===== config.mk =====
export PLATFORM = sky130hd
export DESIGN_NAME = sm_addsub_pipe_flat
export DESIGN_NICKNAME = d
export VERILOG_FILES = /design/src/rtl/sm_addsub_pipe_if.sv /design/src/rtl/sm_addsub_pipe.sv /design/src/flat_wrapper.sv
export SDC_FILE = /design/constraint.sdc
export NUM_CORES = 1
export LEC_CHECK = 0
export ABC_AREA = 0
export BUFFER_PORTS_ARGS = -buffer_cell sky130_fd_sc_hd__buf_2
export CORE_ASPECT_RATIO = 1.2
export CORE_MARGIN = 1.5
export CORE_UTILIZATION = 55
export DETAILED_ROUTE_END_ITERATION = 12
export GPL_TIMING_DRIVEN = 0
export PLACE_DENSITY_LB_ADDON = 0.1
export SETUP_SLACK_MARGIN = 0.5
export SLEW_MARGIN = 20
export SYNTH_ARGS = -nofsm -noshare
export SYNTH_HDL_FRONTEND = slang
export SYNTH_SLANG_ARGS = --single-unit

===== constraint.sdc =====
create_clock -name clk -period 3.9 [get_ports clk]
set_input_delay 0.39 -clock clk [delete_from_list [all_inputs] [get_ports clk]]
set_output_delay 0.39 -clock clk [all_outputs]
set_load 0.01 [all_outputs]

===== src/rtl/sm_addsub_pipe_if.sv =====
// Operand/result bundle for the sign-magnitude add/subtract pipeline.
// Ports: in_valid/in_ready + A/B operands + op (upstream beat),
//        out_valid/out_ready + res_mag/res_neg/res_zero/res_ovf (downstream result).
interface sm_addsub_pipe_if #(
  parameter int WIDTH = 4
);
  logic             in_valid;
  logic             in_ready;
  logic [WIDTH-1:0] a_mag;
  logic             a_neg;
  logic [WIDTH-1:0] b_mag;
  logic             b_neg;
  logic             op;
  logic             out_valid;
  logic             out_ready;
  logic [WIDTH:0]   res_mag;
  logic             res_neg;
  logic             res_zero;
  logic             res_ovf;

  // Producer of operands / consumer of results (capture logic + display path).
  modport master (
    output in_valid, a_mag, a_neg, b_mag, b_neg, op, out_ready,
    input  in_ready, out_valid, res_mag, res_neg, res_zero, res_ovf
  );

  // The arithmetic unit itself.
  modport slave (
    input  in_valid, a_mag, a_neg, b_mag, b_neg, op, out_ready,
    output in_ready, out_valid, res_mag, res_neg, res_zero, res_ovf
  );
endinterface


===== src/rtl/sm_addsub_pipe.sv =====
// Sign-magnitude A+B / A-B unit, 2-stage valid/ready pipeline, 2 cycles accept->out_valid.
// Ports: clk, Reset (sync, active-high), bus (sm_addsub_pipe_if.slave: operands in, result out).
// Option: define SM_ADDSUB_SAT_EN to clamp overflowing magnitudes to 2^WIDTH-1 (res_ovf still set).
module sm_addsub_pipe #(
  parameter int WIDTH = 4
) (
  input  logic            clk,
  input  logic            Reset,
  sm_addsub_pipe_if.slave bus
);

  localparam logic [0:0] ST_EMPTY = 1'b0;
  localparam logic [0:0] ST_FULL  = 1'b1;

  logic [0:0]       s1_st;
  logic [0:0]       s2_st;
  logic             s1_valid;
  logic             s2_load;
  logic             accept;

  logic [WIDTH-1:0] s1_a;
  logic [WIDTH-1:0] s1_b;
  logic             s1_a_neg;
  logic             s1_eb_neg;
  logic             s1_a_ge_b;

  logic [WIDTH:0]   a_ext;
  logic [WIDTH:0]   b_ext;
  logic [WIDTH:0]   raw_mag;
  logic [WIDTH:0]   fin_mag;
  logic             raw_neg;
  logic             fin_neg;
  logic             fin_zero;
  logic             fin_ovf;

  logic [WIDTH:0]   res_mag;
  logic             res_neg;
  logic             res_zero;
  logic             res_ovf;

  assign s1_valid     = (s1_st == ST_FULL);
  assign bus.out_valid = (s2_st == ST_FULL);
  // S2 can take a new entry when it is empty or its current result leaves this cycle.
  assign s2_load      = (s2_st == ST_EMPTY) || bus.out_ready;
  assign bus.in_ready = !s1_valid || s2_load;
  assign accept       = bus.in_valid && bus.in_ready;

  assign bus.res_mag  = res_mag;
  assign bus.res_neg  = res_neg;
  assign bus.res_zero = res_zero;
  assign bus.res_ovf  = res_ovf;

  // Stage 1: capture operands; subtraction is folded into B's effective sign.
  always_ff @(posedge clk) begin
    if (Reset) begin
      s1_st <= ST_EMPTY;
    end else if (accept) begin
      s1_st     <= ST_FULL;
      s1_a      <= bus.a_mag;
      s1_b      <= bus.b_mag;
      s1_a_neg  <= bus.a_neg;
      s1_eb_neg <= bus.b_neg ^ bus.op;
      s1_a_ge_b <= (bus.a_mag >= bus.b_mag);
    end else if (s2_load) begin
      s1_st <= ST_EMPTY;
    end
  end

  // Sign-magnitude arithmetic on the S1 contents.
  always_comb begin
    a_ext    = {1'b0, s1_a};
    b_ext    = {1'b0, s1_b};
    raw_mag  = '0;
    raw_neg  = 1'b0;
    if (s1_a_neg == s1_eb_neg) begin
      raw_mag = a_ext + b_ext;
      raw_neg = s1_a_neg;
    end else if (s1_a_ge_b) begin
      raw_mag = a_ext - b_ext;
      raw_neg = s1_a_neg;
    end else begin
      raw_mag = b_ext - a_ext;
      raw_neg = s1_eb_neg;
    end
    fin_ovf = raw_mag[WIDTH];
`ifdef SM_ADDSUB_SAT_EN
    fin_mag = fin_ovf ? {1'b0, {WIDTH{1'b1}}} : raw_mag;
`else
    fin_mag = raw_mag;
`endif
    fin_zero = (fin_mag == '0);
    // Equal magnitudes with opposite signs would otherwise yield -0.
    fin_neg  = raw_neg && !fin_zero;
  end

  // Stage 2: result registers drive the outputs directly and hold while stalled.
  always_ff @(posedge clk) begin
    if (Reset) begin
      s2_st    <= ST_EMPTY;
      res_mag  <= '0;
      res_neg  <= 1'b0;
      res_zero <= 1'b1;
      res_ovf  <= 1'b0;
    end else if (s2_load) begin
      s2_st <= s1_valid ? ST_FULL : ST_EMPTY;
      if (s1_valid) begin
        res_mag  <= fin_mag;
        res_neg  <= fin_neg;
        res_zero <= fin_zero;
        res_ovf  <= fin_ovf;
      end
    end
  end

endmodule

===== src/flat_wrapper.sv =====
// flat-port wrapper written by rule: the top's interface ports become plain ports
module sm_addsub_pipe_flat 
#(
  parameter int WIDTH = 4
)
  (clk, Reset, bus_in_valid, bus_a_mag, bus_a_neg, bus_b_mag, bus_b_neg, bus_op, bus_out_ready, bus_in_ready, bus_out_valid, bus_res_mag, bus_res_neg, bus_res_zero, bus_res_ovf);
  sm_addsub_pipe_if #(.WIDTH(WIDTH)) bus_i ();
  input  logic clk;
  input  logic Reset;
  input wire logic [$bits(bus_i.in_valid)-1:0] bus_in_valid;
  input wire logic [$bits(bus_i.a_mag)-1:0] bus_a_mag;
  input wire logic [$bits(bus_i.a_neg)-1:0] bus_a_neg;
  input wire logic [$bits(bus_i.b_mag)-1:0] bus_b_mag;
  input wire logic [$bits(bus_i.b_neg)-1:0] bus_b_neg;
  input wire logic [$bits(bus_i.op)-1:0] bus_op;
  input wire logic [$bits(bus_i.out_ready)-1:0] bus_out_ready;
  output wire logic [$bits(bus_i.in_ready)-1:0] bus_in_ready;
  output wire logic [$bits(bus_i.out_valid)-1:0] bus_out_valid;
  output wire logic [$bits(bus_i.res_mag)-1:0] bus_res_mag;
  output wire logic [$bits(bus_i.res_neg)-1:0] bus_res_neg;
  output wire logic [$bits(bus_i.res_zero)-1:0] bus_res_zero;
  output wire logic [$bits(bus_i.res_ovf)-1:0] bus_res_ovf;
  assign bus_i.in_valid = bus_in_valid;
  assign bus_i.a_mag = bus_a_mag;
  assign bus_i.a_neg = bus_a_neg;
  assign bus_i.b_mag = bus_b_mag;
  assign bus_i.b_neg = bus_b_neg;
  assign bus_i.op = bus_op;
  assign bus_i.out_ready = bus_out_ready;
  assign bus_in_ready = bus_i.in_ready;
  assign bus_out_valid = bus_i.out_valid;
  assign bus_res_mag = bus_i.res_mag;
  assign bus_res_neg = bus_i.res_neg;
  assign bus_res_zero = bus_i.res_zero;
  assign bus_res_ovf = bus_i.res_ovf;
  sm_addsub_pipe #(.WIDTH(WIDTH)) u_core (.clk(clk), .Reset(Reset), .bus(bus_i));
endmodule

==> results of run 1 <==
## final timing paths
| kind | startpoint | endpoint |
|---|---|---|
| max | u_core.s1_a[0]$_DFFE_PP_ | u_core.bus.res_zero$_SDFFE_PP1P_ |
| min | bus_a_neg | u_core.s1_a_neg$_DFFE_PP_ |
| max reg2reg | u_core.s1_a[0]$_DFFE_PP_ | u_core.bus.res_zero$_SDFFE_PP1P_ |
| min reg2reg | u_core.bus.res_ovf$_SDFFE_PP0P_ | u_core.bus.res_ovf$_SDFFE_PP0P_ |
## synthesized netlist by cell type, drive strengths merged, types with 2 or more instances
master | count | area (µm²)
dfxtp | 9 | 180
edfxtp | 11 | 330
mux2i | 3 | 30.0
a21oi | 10 | 50.1
xor2 | 2 | 17.5
buf | 2 | 12.5
nor2 | 9 | 33.8
nor2b | 6 | 37.5
o21ai | 8 | 40.0
ha | 16 | 200
fa | 3 | 60.1
a211oi | 2 | 15.0
nand2 | 7 | 26.3
xnor2 | 2 | 25.0
inv | 18 | 67.6
nand2b | 4 | 25.0
## layout make-up
cell class / count / area [µm²]
Fill cell: 177 / 667
Multi-Input combinational cell: 81 / 639
Sequential cell: 20 / 510
Timing Repair Buffer: 24 / 120
Inverter: 18 / 67.6
Tap cell: 30 / 37.5
Clock buffer: 4 / 36.3
Buffer: 3 / 16.3
## flip-flops by register name, indices dropped and copies added (netlist names)
| register | count |
|---|---|
| u_core.bus.res_neg | 1 |
| u_core.bus.res_mag | 4 |
| u_core.s1_eb_neg | 1 |
| u_core.s1_a | 4 |
| u_core.bus.res_ovf | 1 |
| u_core.s1_st | 1 |
| u_core.bus.res_zero | 1 |
| u_core.bus.out_valid | 1 |
| u_core.s1_b | 4 |
| u_core.s1_a_neg | 1 |
| u_core.s1_a_ge_b | 1 |
## worst register-to-register path: stages, from the launching register on
cell                       delay, ps
sky130_fd_sc_hd__edfxtp_1        440
sky130_fd_sc_hd__inv_1            80
sky130_fd_sc_hd__ha_1            160
sky130_fd_sc_hd__inv_1            50
sky130_fd_sc_hd__fa_1            400
sky130_fd_sc_hd__a21o_1          170
sky130_fd_sc_hd__a21oi_1         140
sky130_fd_sc_hd__a221oi_1         90
sky130_fd_sc_hd__a21oi_1         230
sky130_fd_sc_hd__nor4_2           70
sky130_fd_sc_hd__a221o_1         310
## cells by family (layout without fill, tap and decap cells)
| logic type | Yosys count | count (layout) | synth area share |
|---|---|---|---|
| AOI/OAI and AO/OA | 26 | 26 | 0.126 |
| muxes | 3 | 3 | 0.0243 |
| xor gates and xnor gates | 4 | 4 | 0.0345 |
| adders and majority gates | 19 | 19 | 0.211 |
| buffers and inverters | 21 | 49 | 0.0679 |
| and+or+nand+nor | 29 | 29 | 0.123 |
| DFF | 20 | 20 | 0.414 |
## power breakdown
group	switching (mW)	internal, mW	leakage, nW
Clock	0.0625	0.0570	0.0210
Sequential	0.00755	0.235	0.177
Combinational	0.0463	0.0387	0.475
Total	0.116	0.331	0.673
## routing by layer
| layer | global-route usage | vias to the layer above | part of all wire |
|---|---|---|---|
| met5 | 0 | - | 0 |
| met4 | 0.105 | 0 | 0.033 |
| met3 | 0.0495 | 7 | 0.035 |
| met2 | 0.303 | 22 | 0.50 |
| met1 | 0.206 | 414 | 0.43 |
| li1 | - | 464 | - |
## stage by stage
step	power, mW	std cells	utilization	cell area (µm²)	hold slack [ps]
after floorplan	0.306	122	-	1230	481
after global placement	0.330	176	0.664	1390	441
after detailed placement	0.333	176	0.664	1390	465
after CTS	0.451	180	0.682	1430	247
after global routing	0.477	180	0.682	1430	240
final	0.447	180	0.682	1430	252
==> impl.org, run 1 <==
** Run status
- Outcome :: complete, no violations

** CTS
- Cell at the root of the clock tree :: sky130_fd_sc_hd__clkbuf_4
- Number of buffers added for setup after CTS :: 0
- Counting every sink on the clock net gives 20.
- TritonCTS built the clock tree.
- Clock input transition at the sequential cells of the worst setup and hold paths :: 110 ps
- Clk_lat worst skew :: 300 ps
- Count of H-tree levels built during CTS :: 1
- CTS Hold Bufs :: 0
- Number of buffers created by CTS :: 3
- Post-CTS resize count :: 0
- Number of buffers on the longest clock path :: 2

** Layout
- Compared with the post-synthesis result, the final layout area differs by 15.7%.
- The library cell used most frequently in the layout, excluding fill and tap cells, is sky130_fd_sc_hd__buf_2.
- In the layout the commonest cells are 25 x sky130_fd_sc_hd__buf_2, 18 x sky130_fd_sc_hd__inv_1, 16 x sky130_fd_sc_hd__ha_1.
- Count of antenna diodes in the layout :: 0
- At the end of the flow, the number of nets in the layout was 185.
- Fraction of final layout cells sized beyond drive strength 1 :: 0.213

** Yosys
- Yosys reg bits :: 20
- Yosys warning count :: 0
- In this run the mean area of a mapped cell was 10.1 µm².
- Number of enable-type register cells in the synthesized netlist :: 11
- Total standard cell area after synthesis :: 1230 µm²
- Gate count after technology mapping :: 122
- Number of nets produced by synthesis :: 156
- Distinct cell type count after synthesis :: 29
- Proportion of synthesized chip area in sequential cells :: 0.414
- Async set-reset flop share out of synthesis :: 0
- Commonest register cell after synthesis :: sky130_fd_sc_hd__edfxtp_1

** STA
- Total negative slack :: 0 ps
- Headroom to the max-slew limit came out at 0.701.
- Skew final :: 1.89 ps
- Hold violation count in the final report :: 0
- Final setup vio count :: 0
- In the post-route analysis, the smallest setup slack over all paths is 1660 ps.
- Setup repair after global routing left no endpoint under its margin.
- Dividing the final minimum period by the clock period gives 0.575.
- The number of pins exceeding their max-slew limit in the final report is 0.
- After layout, the minimum clock period comes to 2240 ps.
- Max Clock Freq :: 0.446 GHz
- At the pin with the least slew margin, the transition time is 449 ps.

** Global route
- The total overflow left after global routing is 0.
- Antenna violations before repair :: 0
- Vias in the first global route :: 812
- First-pass GRT wire length :: 3.22 mm
- In the global route stage, overall resource usage came out at 0.182.
- Maximum number of pins on one net before global-route repair :: 12

** Pwr
- IR analysis of the VDD net gives a maximum drop of 0.000225 V.
- Power spread over the standard cell area amounts to 313 nW/µm².
- Leakage :: 0.673 nW

** Die
- The die covers 2540 µm².
- Number of placed I/O pins :: 25
- Effective utilization at floorplan :: 0.589
- The floorplan step set the die height to 54.9 µm.
- The die is 46.2 µm wide.
- The floorplan step defined a core boundary enclosing 2090 µm².
- Row cnt :: 18

** Route
- After detailed routing, the total wire length is 1.91 mm.
- Before antenna repair, the detailed router went through 4 iterations.
- Number of design rule violations left after detail routing :: 0
- Dividing the detail-routed wire length by the instance count gives 10.6 µm.
- Dividing the detail-routed via count by the number of cells gives 5.04.
- The final route contains 907 vias.
- The detailed router finished its first iteration with 10 violations.
- Final antenna-violating net count :: 0

** Job
- Number of max-capacitance violations reported :: 0

** Worst setup path
- Critical Path Fanout Max :: 3
- Buf+Inv Stages, Crit Path :: 2
- In this design, the stage delay of the slowest critical-path cell is 440 ps.
- Setup slack on the worst flop-to-flop path :: 1660 ps
- Library cell contributing the largest single delay on the critical path :: sky130_fd_sc_hd__edfxtp_1
- Critical-path cell list :: inv_1 > ha_1 > inv_1 > fa_1 > a21o_1 > a21oi_1 > a221oi_1 > a21oi_1 > nor4_2 > a221o_1
- STA classifies the critical path startpoint as a register.
- Data arrival time of the critical path :: 2450 ps
- Kind of critical path :: register to register
- STA puts the critical path data required time at 4100 ps.
- Number of gates on the worst path with buffers counted :: 10
- The worst setup path is captured at a register.
- Cell class contributing the biggest share of worst-path delay :: compound AO/OA/AOI/OAI gates
- Number of cell instances on the worst register-to-register path :: 10

** Min path
- Class of the tightest hold or removal check :: input port to register
- Worst Hold Depth :: 1

** Place
- HPWL after detailed placement :: 1.56 mm
- Placer's final routability congestion estimate :: 0.866
- Prior to clock tree synthesis, the placed netlist has a worst setup slack of 1660 ps.
- PortBufs :: 24
No activity file was read; power rests on OpenSTA's default activity.
==> run 2, diff against run 1 <==
--- a/config.mk
+++ b/config.mk
@@ -5,11 +5,11 @@
 export SDC_FILE = /design/constraint.sdc
 export NUM_CORES = 1
 export LEC_CHECK = 0
-export ABC_AREA = 0
+export ABC_AREA = 1
 export BUFFER_PORTS_ARGS = -buffer_cell sky130_fd_sc_hd__buf_2
 export CORE_ASPECT_RATIO = 1.2
 export CORE_MARGIN = 1.5
-export CORE_UTILIZATION = 55
+export CORE_UTILIZATION = 54
 export DETAILED_ROUTE_END_ITERATION = 12
 export GPL_TIMING_DRIVEN = 0
 export PLACE_DENSITY_LB_ADDON = 0.1
==> constraint.sdc (replaced) <==
create_clock -name clk -period 2.1 [get_ports clk]
set_input_delay 0.21 -clock clk [delete_from_list [all_inputs] [get_ports clk]]
set_output_delay 0.21 -clock clk [all_outputs]
set_load 0.01 [all_outputs]
==> run 2 against run 1 <==
  * Global-route usage up 2.5 points
  * Total power up 99%
  * Combinational power up 150%
  * Largest cell class unchanged
  * Cell area increased by 13%
  * Critical endpoint unchanged
  * Critical path type unchanged
  * Critical path depth up 1
  * Largest power group unchanged
  * Die area grew 10%
  * First-iteration DRC count up 70%
==> impl.org, run 2 <==
** Job
- Number of max-capacitance violations reported :: 0 (unchanged)

** STA
- Final worst-path setup slack :: 207 ps (-1450 ps)
- The final period utilization came to 0.901 (+0.326).
- The measured slew at the worst slew-check pin is 386 ps (-62.7 ps).
- The number of pins exceeding their max-slew limit in the final report came to 0 (unchanged).
- The final-report hold violation count is 0 (unchanged).
- Max Clock Freq :: 0.528 GHz (+18%)
- Tightest hold margin :: 65.9 ps (-186 ps)
- Max_slew headroom :: 0.742 (+0.0415)
- The clock period minus worst slack is 1890 ps (-349 ps).
- Final setup vio count :: 0 (unchanged)
- The summed negative setup slack over all endpoints came to 0 ps (unchanged).
- Setup repair after global routing could not meet its margin everywhere.
- The clock tree skew after final layout was 8.23 ps (+6.34 ps).

** Global route
- Vias in the first global route :: 1,062 (+31%)
- Aggregate global routing overflow :: 0 (unchanged)
- The global-route wire length before repair is 4.31 mm (+34%).
- The total routing usage reported by global routing was 0.207 (+0.0245).
- Maximum number of pins on one net before global-route repair :: 12 (unchanged)
- Antenna violations before repair :: 0 (unchanged)

** Route
- The number of design rule violations left after detail routing was 0 (unchanged).
- The number of iterations in the first detailed-routing pass was 4 (unchanged).
- Via-per-instance ratio :: 5.04 (+0.11%)
- The average wire per cell in the routed design was 11.9 µm (+13%).
- The total routed wirelength came to 2.67 mm (+40%).
- The remaining number of nets flagged by the antenna check after routing is 0 (unchanged).
- The initial detailed-routing violation count came to 17 (+7).
- The total number of vias was 1,130 (+25%).

** Pwr
- Internal Power :: 635 µW (+92%)
- The leakage power figure came to 0.822 nW (+22%).
- Net load switching power :: 256 µW (+120%)
- Power consumption :: 892 µW (+99%)
- The portion of total power attributed to sequential cells is 0.510 (-0.033).
- Maximum resistive drop on vdd :: 0.000510 V (+130%)
- Combinational cell fraction of total power :: 0.238 (+0.048)
- The switching portion of total power is 0.287 (+0.0272).
- The areal power density over the cells is 552 nW/µm² (+76%).
- Clk pwr share :: 0.253 (-0.014)

** Yosys
- The area of the mapped netlist is 1340 µm² (+8.6%).
- Yosys warning count :: 0 (unchanged)
- The post-synth net total is 194 (+24%).
- Fraction of synthesized area in multiplexers :: 0 (-0.0243)
- The count of flip-flops with a built-in enable after synthesis was 11 (unchanged).
- Parity-gate share of the synthesized area counting xor and xnor cells :: 0.00654 (-0.0279)
- Ranking of synthesized cells by instance count :: 29 x sky130_fd_sc_hd__inv_1, 29 x sky130_fd_sc_hd__nand2_1, 16 x sky130_fd_sc_hd__ha_1
- Synth top area cells :: sky130_fd_sc_hd__edfxtp_1 25%, sky130_fd_sc_hd__ha_1 15%, sky130_fd_sc_hd__dfxtp_1 13%, sky130_fd_sc_hd__inv_1 8.1%, sky130_fd_sc_hd__nand2_1 8.1%
- The post-synthesis share of cell area spent on full adders, half adders and majority gates came to 0.194 (-0.0167).
- The post-synthesis sequential area ratio was 0.381 (-0.0328).
- The fraction of post-synthesis cell area in the top cell type by area was 0.246 (-0.0212).
- The fraction of synthesis flops using an asynchronous set or reset pin came to 0 (unchanged).
- Gate count after technology mapping :: 160 (+31%)
- The area fraction in compound gates after synthesis was 0.106 (-0.0203).
- Average cell area after synthesis :: 8.38 µm² (-17%)
- Commonest register cell after synthesis :: sky130_fd_sc_hd__edfxtp_1
- The flip-flop and latch count after synthesis was 20 (unchanged).
- The count of different cell masters after synthesis was 24 (-17%).
- Area fraction in and, or, nand and nor cells after synthesis :: 0.200 (+0.0771)
- Largest family of logic cells by synthesized area :: simple AND/OR/NAND/NOR gates
- Of all cell types, the one taking the most synthesized area is sky130_fd_sc_hd__edfxtp_1.

** Die
- Die Ht :: 57.6 µm (+4.9%)
- Effective utilization at floorplan :: 0.575 (-0.0138)
- The floorplan die area came to 2790 µm² (+10%).
- The horizontal die dimension came to 48.5 µm (+4.8%).
- Number of placed I/O pins :: 25 (unchanged)
- The number of cell rows is 19 (+1).
- CORE AREA :: 2330 µm² (+11%)

** Min path
- The depth of the worst hold-timing path was 1 (unchanged).
- The min-delay analysis places its worst path in the category input port to register.

** Layout
- Fraction of final layout cells sized beyond drive strength 1 :: 0.316 (+0.103)
- Synthesis-to-layout area growth :: 20.5%
- The number of inserted filler cells in the final layout was 215 (+21%).
- The number of nets in the final layout was 228 (+23%).
- Most common cell after layout, fill and taps aside :: sky130_fd_sc_hd__nand2_1
- Most frequent cells in the layout :: 27 x sky130_fd_sc_hd__nand2_1, 26 x sky130_fd_sc_hd__inv_1, 25 x sky130_fd_sc_hd__buf_2
- Count of antenna diodes in the layout :: 0 (unchanged)
- In the final layout, the registers with the most flip-flops are u_core.bus.res_mag: 4 flops, u_core.s1_a: 4 flops, u_core.s1_b: 4 flops.

** Worst setup path
- The worst setup path is captured at a register.
- Setup slack on the worst flop-to-flop path :: 210 ps (-1450 ps)
- Critical Path Fanout Max :: 3 (unchanged)
- The critical path is of the register to register type.
- Data arrival time of the critical path :: 2110 ps (-340 ps)
- Data required time of the critical path :: 2310 ps (-1790 ps)
- CP Launch Type :: register
- Number of cell instances on the worst register-to-register path :: 11 (+1)

** CTS
- The sink count of the clock tree was 20 (unchanged).
- Clock input transition at the sequential cells of the worst setup and hold paths :: 110 ps (about the same)
- The tree is rooted in a sky130_fd_sc_hd__clkbuf_4.
- TritonCTS clock tree :: built
- Number of buffers on the longest clock path :: 2 (unchanged)
- The clock buffer count from CTS is 3 (unchanged).
- The worst-skew pair later-pin latency is 310 ps (about the same).
- Count of H-tree levels built during CTS :: 1 (unchanged)

** Place
- The global placement routability congestion was 0.804 (-7.1%).
- PortBufs :: 24 (unchanged)
- HPWL after detailed placement :: 1.96 mm (+26%)
- The worst setup slack after placement is 234 ps (-1420 ps).

** Run status
- The run finished with clean final reports.
-- run 2: changes by cell type in the layout (fill, tap and decap cells not counted), sizes merged, moves of 2 or more --
cell    previous run  this run
nand2              7        32
nand2b             4         0
xnor2              2         0
mux2i              3         0
inv               18        32
buf               26        33
nand3              0        15
a211oi             2         0
nor2b              6         0
nor2               9        11
o211ai             0         4
-- run 2: cell families (layout without fill, tap and decap cells) --
kind of cell               count (synthesis)  count (layout)
and+or+nand+nor                           60              60
adders and majority gates                 19              19
AOI/OAI and AO/OA                         24              24
buffers and inverters                     36              69
DFF                                       20              20
xor gates and xnor gates                   1               1
-- run 2: worst max-delay path, stage by stage (launching register included) --
cell,delay [ps]
sky130_fd_sc_hd__edfxtp_1,450
sky130_fd_sc_hd__buf_4,160
sky130_fd_sc_hd__ha_1,180
sky130_fd_sc_hd__inv_2,70
sky130_fd_sc_hd__fa_2,430
sky130_fd_sc_hd__nand3b_1,180
sky130_fd_sc_hd__nand2_2,90
sky130_fd_sc_hd__nor2_2,40
sky130_fd_sc_hd__nand3_1,70
sky130_fd_sc_hd__nor2_2,40
sky130_fd_sc_hd__nand2_1,50
sky130_fd_sc_hd__nand2_1,50
-- run 2: repair_timing --
| item | 4_1_cts | 5_1_grt |
|---|---|---|
| pin swaps | 2 | 0 |
| resized for setup | 6 | 8 |
| hold buffers | 0 | 0 |
| setup endpoints to repair | 6 | 6 |
| setup buffers | 3 | 2 |
-- run 2: final timing paths --
path | from | endpoint
max | u_core.s1_a[0]$_DFFE_PP_ | u_core.bus.res_zero$_SDFFE_PP1P_
min | bus_a_neg | u_core.s1_a_neg$_DFFE_PP_
max reg2reg | u_core.s1_a[0]$_DFFE_PP_ | u_core.bus.res_zero$_SDFFE_PP1P_
min reg2reg | u_core.bus.out_valid$_SDFFE_PP0P_ | u_core.bus.out_valid$_SDFFE_PP0P_
-- run 2: area by class of cell --
cell class	instances	area, µm²	share of cell area
multi-input combinational	104	721	0.446
timing repair buffer	29	158	0.0976
sequential	20	510	0.316
inverter	32	120	0.0744
clock buffer	4	36.3	0.0225
tap	31	38.8	0.0240
buffer	4	31.3	0.0194
-- run 2: metrics by stage --
| step | cells | util | area, µm² |
|---|---|---|---|
| after floorplan | 160 | - | 1340 |
| after global placement | 215 | 0.644 | 1500 |
| after detailed placement | 215 | 0.644 | 1500 |
| after CTS | 222 | 0.672 | 1570 |
| after global routing | 224 | 0.693 | 1620 |
| final | 224 | 0.693 | 1620 |
-- run 2: power groups by stage --
| stage | registers, mW | logic [mW] | clock network, mW |
|---|---|---|---|
| 2_1_floorplan | 0.466 | 0.126 | 0 |
| 3_3_place_gp | 0.461 | 0.184 | 0 |
| 3_5_place_dp | 0.463 | 0.189 | 0 |
| 4_1_cts | 0.454 | 0.200 | 0.230 |
| 5_1_grt | 0.457 | 0.239 | 0.248 |
| 6_report | 0.454 | 0.212 | 0.225 |
-- run 2: routing by layer --
layer	routed length (µm)	global-route usage
met5	0	0
met4	60	0.110
met3	131	0.0393
met2	1440	0.383
met1	1040	0.224
==> run 3, diff against run 2 <==
--- a/config.mk
+++ b/config.mk
@@ -5,11 +5,11 @@
 export SDC_FILE = /design/constraint.sdc
 export NUM_CORES = 1
 export LEC_CHECK = 0
-export ABC_AREA = 1
+export ABC_AREA = 0
 export BUFFER_PORTS_ARGS = -buffer_cell sky130_fd_sc_hd__buf_2
-export CORE_ASPECT_RATIO = 1.2
+export CORE_ASPECT_RATIO = 1.25
 export CORE_MARGIN = 1.5
-export CORE_UTILIZATION = 54
+export CORE_UTILIZATION = 53
 export DETAILED_ROUTE_END_ITERATION = 12
 export GPL_TIMING_DRIVEN = 0
 export PLACE_DENSITY_LB_ADDON = 0.1
==> constraint.sdc (replaced) <==
create_clock -name clk -period 1.9 [get_ports clk]
set_input_delay 0.19 -clock clk [delete_from_list [all_inputs] [get_ports clk]]
set_output_delay 0.19 -clock clk [all_outputs]
set_load 0.01 [all_outputs]
==> run 3 against run 2 <==
  * The flow now finishes with violations (setup timing)
  * Cell count decreased by 17%
  * First-iteration DRC count is 18% lower
  * Hold slack lost 13 ps
  * Non-clock buffer count is 2 lower
  * Die area decreased by 5.8%
  * Clock skew shrank 1.6 ps
  * Highest routed layer unchanged
==> impl.org, run 3 (synthesis results as in run 1) <==
** Place
- HPWL after detailed placement :: 1.62 mm (-17%)
- The number of I/O port buffers came to 24 (unchanged).
- The global placement routability congestion was 0.802 (-0.36%).
- Instance count after placement with tap cells included :: 177 (-18%)

** STA
- The measured slew at the worst slew-check pin is 458 ps (+72.3 ps).
- The relative slew slack came to 0.693 (-0.0495).
- The clock period minus worst slack is 2150 ps (+261 ps).
- Setup repair after global routing missed its margin :: yes
- Final worst-path setup slack :: -254 ps (-461 ps)
- Hold violation count in the final report :: 0 (unchanged)
- The maximum frequency from static timing analysis is 0.464 GHz (-12%).
- Skew final :: 6.64 ps (-1.59 ps)
- Share of the clock period used by the worst path after layout :: 1.13 (+0.232)
- The number of endpoints failing setup at the final stage came to 4 (+4).
- The number of pins exceeding their max-slew limit in the final report came to 0 (unchanged).

** Min path
- Class of the tightest hold or removal check :: input port to register

** Die
- The top-level I/O count is 25 (unchanged).
- Die Ht :: 56.9 µm (-1.1%)
- The floorplan die area is 2630 µm² (-5.8%).
- CORE AREA :: 2210 µm² (-5.1%)
- The number of cell rows was 19 (unchanged).
- Effective utilization at floorplan :: 0.558 (-0.0172)
- The horizontal die dimension came to 46.2 µm (-4.8%).

** CTS
- Count of H-tree levels built during CTS :: 1 (unchanged)
- Number of buffers created by CTS :: 3 (unchanged)
- The worst-skew pair later-pin latency is 310 ps (about the same).
- Clock input transition at the sequential cells of the worst setup and hold paths :: 120 ps (about the same)
- Cell at the root of the clock tree :: sky130_fd_sc_hd__clkbuf_4
- Number of buffers on the longest clock path :: 2 (unchanged)
- TritonCTS clock tree :: built
- The sink count of the clock tree is 20 (unchanged).

** Global route
- Maximum number of pins on one net before global-route repair :: 13 (+1)
- The initial antenna violation count came to 0 (unchanged).
- The global-route wire length before repair was 3.59 mm (-17%).
- Aggregate global routing overflow :: 0 (unchanged)
- The total routing usage reported by global routing was 0.188 (-0.0183).
- Vias in the first global route :: 882 (-17%)

** Worst setup path
- CP Launch Type :: register
- The maximum fanout count along the critical path is 3 (unchanged).
- Category of the worst setup path capture point :: register
- The maximum cell stage delay along the critical path came to 450 ps (about the same).
- Critical-path cell list :: inv_1 > ha_2 > inv_2 > fa_2 > a21o_1 > a21oi_2 > a221oi_2 > a21oi_2 > nor4_2 > a221o_1
- The slowest stage of the critical path belongs to the cell sky130_fd_sc_hd__edfxtp_1.
- By instance count, the cell type seen most on the critical path is sky130_fd_sc_hd__a21oi_2.
- The data arrival time of the worst path came to 2360 ps (+250 ps).
- The required time of the critical path is 2100 ps (-210 ps).
- Kind of critical path :: register to register

** Route
- The total routed wirelength came to 2.17 mm (-19%).
- The initial detailed-routing violation count came to 14 (-3).
- The remaining number of nets flagged by the antenna check after routing is 0 (unchanged).
- The average wire per cell in the routed design is 11.7 µm (-1.6%).
- Detailed-route via count :: 930 (-18%)
- The number of iterations in the first detailed-routing pass came to 4 (unchanged).
- Via-per-instance ratio :: 5.03 (-0.35%)
- The number of design rule violations left after detail routing was 0 (unchanged).

** Pwr
- The leakage power figure came to 0.701 nW (-15%).
- Power Dens Cells :: 664 nW/µm² (+20%)
- The worst supply voltage drop on vdd came to 0.000528 V (+3.5%).

** Layout
- Most frequent cells in the layout :: 25 x sky130_fd_sc_hd__buf_2, 16 x sky130_fd_sc_hd__inv_1, 14 x sky130_fd_sc_hd__ha_1
- Most common cell after layout, fill and taps aside :: sky130_fd_sc_hd__buf_2
- Synthesis-to-layout area growth :: 23.1%
- In the final layout, the registers with the most flip-flops are u_core.bus.res_mag: 4 flops, u_core.s1_a: 4 flops, u_core.s1_b: 4 flops.
- Share of the core filled with cells in the final layout :: 0.687 (-0.00630)
- Fraction of final layout cells sized beyond drive strength 1 :: 0.331 (+0.0151)
- The number of cells in the finished layout apart from fillers came to 185 (-17%).
- The number of nets in the final layout came to 189 (-17%).
- Count of antenna diodes in the layout :: 0 (unchanged)

** Run status
- The final reports fail on setup timing.
- The run finished, with violations left.

** Job
- The number of max-cap violations is 0 (unchanged).
-- run 3: where the power goes --
part	internal (mW)	switching, mW	leakage, nW	total [mW]
Combinational	0.0980	0.110	0.497	0.208
Sequential	0.483	0.0162	0.177	0.499
Clock	0.161	0.141	0.0261	0.301
-- run 3: per-stage QoR --
step	total power [mW]	setup TNS [ps]	cell area (µm²)	setup WS (ps)	hold WS (ps)
after detailed placement	0.686	-578	1400	-295	369
final	1.01	-687	1520	-254	53.2
after floorplan	0.628	-115	1240	-108	289
after global placement	0.678	-422	1400	-247	367
after global routing	1.06	-1160	1520	-333	28.6
after CTS	0.997	-793	1480	-274	44.6
-- run 3: repair_timing --
action,4_1_cts,5_1_grt
pin swaps,6,4
endpoints found under the setup margin,6,18
resized for setup,6,10
hold buffers,0,0
cloned,0,0
setup buffers,3,1
-- run 3: layout make-up --
cell class / instances / area [µm²]
plain buffers: 3 / 16.3
multi-input cells: 81 / 684
well taps: 31 / 38.8
inverters: 18 / 67.6
flip-flops and latches: 20 / 510
clock buffers: 4 / 47.5
repair buffers: 28 / 154
fillers: 173 / 692
-- run 3: final timing paths --
path | from | endpoint | slack [ps] | cells past startpoint
worst max register to register | u_core.s1_a[0]$_DFFE_PP_ | u_core.bus.res_zero$_SDFFE_PP1P_ | -250 | 10
worst min-delay path | bus_a_neg | u_core.s1_a_neg$_DFFE_PP_ | 50 | 1
worst max-delay path | u_core.s1_a[0]$_DFFE_PP_ | u_core.bus.res_zero$_SDFFE_PP1P_ | -250 | 10
worst min register to register | u_core.bus.res_mag[2]$_SDFFE_PP0P_ | u_core.bus.res_mag[2]$_SDFFE_PP0P_ | 480 | 2
-- run 3: per-layer routing --
| layer | track usage | vias up | routed length, µm |
|---|---|---|---|
| met2 | 0.306 | 22 | 1130 |
| met1 | 0.234 | 433 | 942 |
| li1 | - | 469 | - |
| met3 | 0.0380 | 6 | 59 |
| met5 | 0 | - | 0 |
| met4 | 0.0857 | 0 | 42 |
-- run 3: critical path: cells and delay by family, from the launching register on --
family          cells  cell delay [ps]
compound gates      5              900
fa+ha+maj           2              510
flops               1              450
buf+inv             2              120
simple gates        1               70
